[src/rtl/dff_serializer.sv]
// dff_serializer: parallel-to-serial transmitter, MSB first.
// A word accepted on a rising edge appears on D starting the next cycle and
// occupies WIDTH consecutive cycles with frame=1. word_done marks the LSB cycle.
// A new word may be accepted during the LSB cycle, so back-to-back words
// stream with no gap. D, frame and word_done come straight from flops so the
// downstream capture stage sees clean, glitch-free levels.
module dff_serializer #(
  parameter int WIDTH = 8
) (
  input  logic             clk,
  input  logic             reset,
  input  logic [WIDTH-1:0] din,
  input  logic             load_valid,
  output logic             load_ready,
  output logic             D,
  output logic             frame,
  output logic             word_done
);

  localparam int CW = $clog2(WIDTH);

  typedef enum logic {
    IDLE  = 1'b0,
    SHIFT = 1'b1
  } state_t;

  state_t           state_reg, state_next;
  logic [WIDTH-1:0] shreg_reg, shreg_next;
  logic [CW-1:0]    cnt_reg,   cnt_next;
  logic             d_reg,     d_next;
  logic             frame_reg, frame_next;
  logic             wd_reg,    wd_next;
  logic             accept;

  // Ready while idle or while the last bit of the current word is on the line;
  // held low while reset is asserted so nothing can be accepted during reset.
  assign load_ready = reset && ((state_reg == IDLE) || (cnt_reg == '0));
  assign accept     = load_valid && load_ready;

  // Next-state and next-output decode; outputs default to the idle (all-zero) line.
  always_comb begin
    state_next = state_reg;
    shreg_next = shreg_reg;
    cnt_next   = cnt_reg;
    d_next     = 1'b0;
    frame_next = 1'b0;
    wd_next    = 1'b0;
    if (accept) begin
      // New word: MSB goes out next cycle; cnt counts the remaining bits.
      state_next = SHIFT;
      shreg_next = din;
      cnt_next   = CW'(WIDTH - 1);
      d_next     = din[WIDTH-1];
      frame_next = 1'b1;
    end else if (state_reg == SHIFT) begin
      if (cnt_reg != '0) begin
        // Shift left with zero fill; the bit below the MSB becomes the new MSB.
        shreg_next = {shreg_reg[WIDTH-2:0], 1'b0};
        cnt_next   = cnt_reg - 1'b1;
        d_next     = shreg_reg[WIDTH-2];
        frame_next = 1'b1;
        wd_next    = (cnt_reg == CW'(1));
      end else begin
        // LSB cycle ended without a follow-on word: return to an idle line.
        state_next = IDLE;
      end
    end
  end

  // State, datapath and output registers; reset aborts any word in flight at once.
  always_ff @(posedge clk or negedge reset) begin
    if (!reset) begin
      state_reg <= IDLE;
      shreg_reg <= '0;
      cnt_reg   <= '0;
      d_reg     <= 1'b0;
      frame_reg <= 1'b0;
      wd_reg    <= 1'b0;
    end else begin
      state_reg <= state_next;
      shreg_reg <= shreg_next;
      cnt_reg   <= cnt_next;
      d_reg     <= d_next;
      frame_reg <= frame_next;
      wd_reg    <= wd_next;
    end
  end

  assign D         = d_reg;
  assign frame     = frame_reg;
  assign word_done = wd_reg;

endmodule
[config.mk]
export PLATFORM = sky130hd
export DESIGN_NAME = dff_serializer
export DESIGN_NICKNAME = d
export VERILOG_FILES = /design/src/rtl/dff_serializer.sv
export SDC_FILE = /design/constraint.sdc
export NUM_CORES = 1
export LEC_CHECK = 0
export ABC_AREA = 1
export CORE_MARGIN = 3
export CORE_UTILIZATION = 51
export CTS_CLUSTER_DIAMETER = 200
export DETAILED_ROUTE_END_ITERATION = 16
export PLACE_DENSITY = 0.87
export SYNTH_ARGS = -nofsm -noshare
export SYNTH_HDL_FRONTEND = slang
export SYNTH_SLANG_ARGS = --single-unit
[constraint.sdc]
create_clock -name clk -period 2.2 [get_ports clk]
set_input_delay 0.44 -clock clk [delete_from_list [all_inputs] [get_ports clk]]
set_output_delay 0.44 -clock clk [all_outputs]
set_load 0.01 [all_outputs]
==> reports/qor.yml <==
outcome: "finished clean"
min_period_ns: 2.03
vias: 563
cts_made_buffers: 3
diodes: 0
postSynthCellCount: 71
synth_fp_nets: 85
antenna_found_initial: 0
wirelength_mm: 1.34
crit_fanout: 10
min_path_type: "flip-flop to flip-flop"
core-area_sq_um: 1190
ys_seq_elements: 13
synth.avg_cell_area_sq_um: 9.62
holdPathStages: 1
cpPeakStageDelay_ns: 0.39
seq_area_sq_um: 325
ys_top_cells_by_count: "nand2_1 (14), dfrtp_1 (13), nand3_1 (9)"
grt_max_degree: 22
fin_setup_tns_ns: 0
cts_setup_buffers: 0
synth.distinct_cells: 18
multi_input_area_sq_um: 297
cts.htree.levels: 1
drt_iter0_drc: 9
grt_overflow: 0
setup_violations: 0
skew_ns: 0.000467
synth_ff_type: "dfrtp_1"
path_class: "flip-flop to output pin"
clockBufferDepth: 2
cts.reportedPaths.clkPinSlew_ns: 0.07
startpoint_type: "flip-flop"
die_w_um: 42.6
grt_pass1_vias: 519
cap_viol_max_count: 0
relSlewSlack_pct: 82.9
synth_top_cell_by_area: "dfrtp_1"
period_share_pct: 92.1
portBuffers: 14
r2r_start: "cnt_reg[0]"
yosysWarnings: 0
path_buf_inv: 3
worstPathRequired_ns: 1.76
start_util_pct: 57.6
hold_violations: 0
ios: 15
crit_slowest_cell: "dfrtp_1"
p_leak_nw: 0.409
power_density_nw_per_um2: 1180
layout_setup_ws_ns: 0.173
drv_slew: 0
num_rows: 12
worstMarginPinSlew_ns: 0.256
cts-root-buf: "clkbuf_4"
met1Wirelength_um: 585
cp-end-kind: "output pin"
die_h_um: 42.6
ir_drop_uv: 781
worstPathCellList: "inv_1 > ha_1 > nand2_2 > nand2_4 > inv_2 > nor2_1 > dlygate4sd2_1"
cts.sinks: 13
ant_nets: 0
hpwl_um: 969
cts.hold.buffers_added: 0
synth-edff-count: 0
synth_seq_area_share_pct: 47.6
grt.total_usage_pct: 16.9
cp_top_family: "buffers and inverters"
min-delay-start: "cnt_reg[2]"
r2r_slack_ns: 0.78
post_cts_resized: 1
fillCellCount: 85
grt_pass1_wl_mm: 2.30
firstDrtPassIters: 4
fin_cells: 103
via_per_inst: 5.47
place_ws_ns: 0.0934
routedWlPerCell_um: 13.0
rsz0062_at_grt: "no"
tritoncts: "done"
largest_reg_flops: 7
arrival_ns: 1.59
drc: 0
reg2reg_to: "shreg_reg[0]"
die-area_sq_um: 1810
synth_area_sq_um: 683
hold-path-endpoint: "word_done"
fmax_mhz: 493
placedCellCount: 99
ff2ff_path_depth: 8
layout.nets: 104
synth_top_cell_area_share_pct: 47.6
routed.top_layer: "met4"
yosysMostFrequentCell: "nand2_1"
syn2layout_area_growth_pct: 26.0
met2_length_um: 665
synth_area_leaders: "dfrtp_1 (48%), nand2_1 (7.7%), o211ai_1 (7.7%)"
async_flop_share_pct: 100
dr_wl_met3_um: 70
place.gp.congestion: 0.753
drive_above_1_share_pct: 15.7
clock_latency_ns: 0.28
-- kinds of logic (layout without fill, tap and decap cells) --
family,Yosys count,in the layout,share of synthesized area [%]
compound gates,8,8,8.97
buf+inv,11,29,8.97
simple gates,36,36,28.9
flops,13,13,47.6
fa+ha+maj,3,3,5.50
-- final cells by class --
cell class,count,share of cell area (%)
multi-input combinational,47,34.4
timing repair buffer,18,19.6
tap,14,2.03
sequential,13,37.8
inverter,7,3.05
clock buffer,4,3.05
-- worst max-delay path by stage --
stage | start | endpoint | slack, ns | cells past startpoint
finish | cnt_reg[0] | load_ready | 0.17 | 7
global route | cnt_reg[0] | load_ready | 0.05 | 7
CTS | cnt_reg[0] | load_ready | 0.15 | 7
detailed placement | reset | load_ready | 0.09 | 4
global placement | reset | load_ready | 0.13 | 4
floorplan | cnt_reg[0] | load_ready | 0.77 | 6
-- report_power, final --
part | internal (mW) | switching [mW] | leakage [nW]
Sequential | 0.342 | 0.0636 | 0.164
Combinational | 0.200 | 0.267 | 0.230
Clock | 0.0704 | 0.0763 | 0.0150
Total | 0.612 | 0.407 | 0.409
-- layout by cell type (no fill, tap or decap) --
cell type        netlist  routed
nand2_4                1       1
clkdlybuf4s50_1        0      13
nor2_1                 1       1
nand2_1               14      14
nand4_1                7       7
buf_4                  1       4
nand3_2                1       1
o21ai_2                1       1
nor3b_1                1       1
dfrtp_1               13      13
nand3_1                9       9
nand3_4                1       1
dlygate4sd2_1          0       1
clkbuf_4               0       3
inv_1                  5       5
ha_1                   3       3
inv_2                  2       2
clkbuf_1               0       1
o211ai_1               7       7
nand2_2                1       1
-- through the flow --
step	hold WS (ns)	util (%)	power [mW]	cell area (sq um)
after CTS	0.494	72.6	1.03	861
after floorplan	0.144	-	0.763	683
after detailed placement	0.482	70.5	0.887	836
after global placement	0.470	70.5	0.865	836
after global routing	0.535	72.6	1.11	861
final	0.488	72.6	1.02	861
-- per-layer routing --
metal | vias up | global-route usage [%]
li1 | 282 | -
met1 | 264 | 20.3
met2 | 13 | 27.7
met3 | 4 | 6.44
met4 | 0 | 5.59
met5 | - | 0
Power figures use the tool's default switching activity.
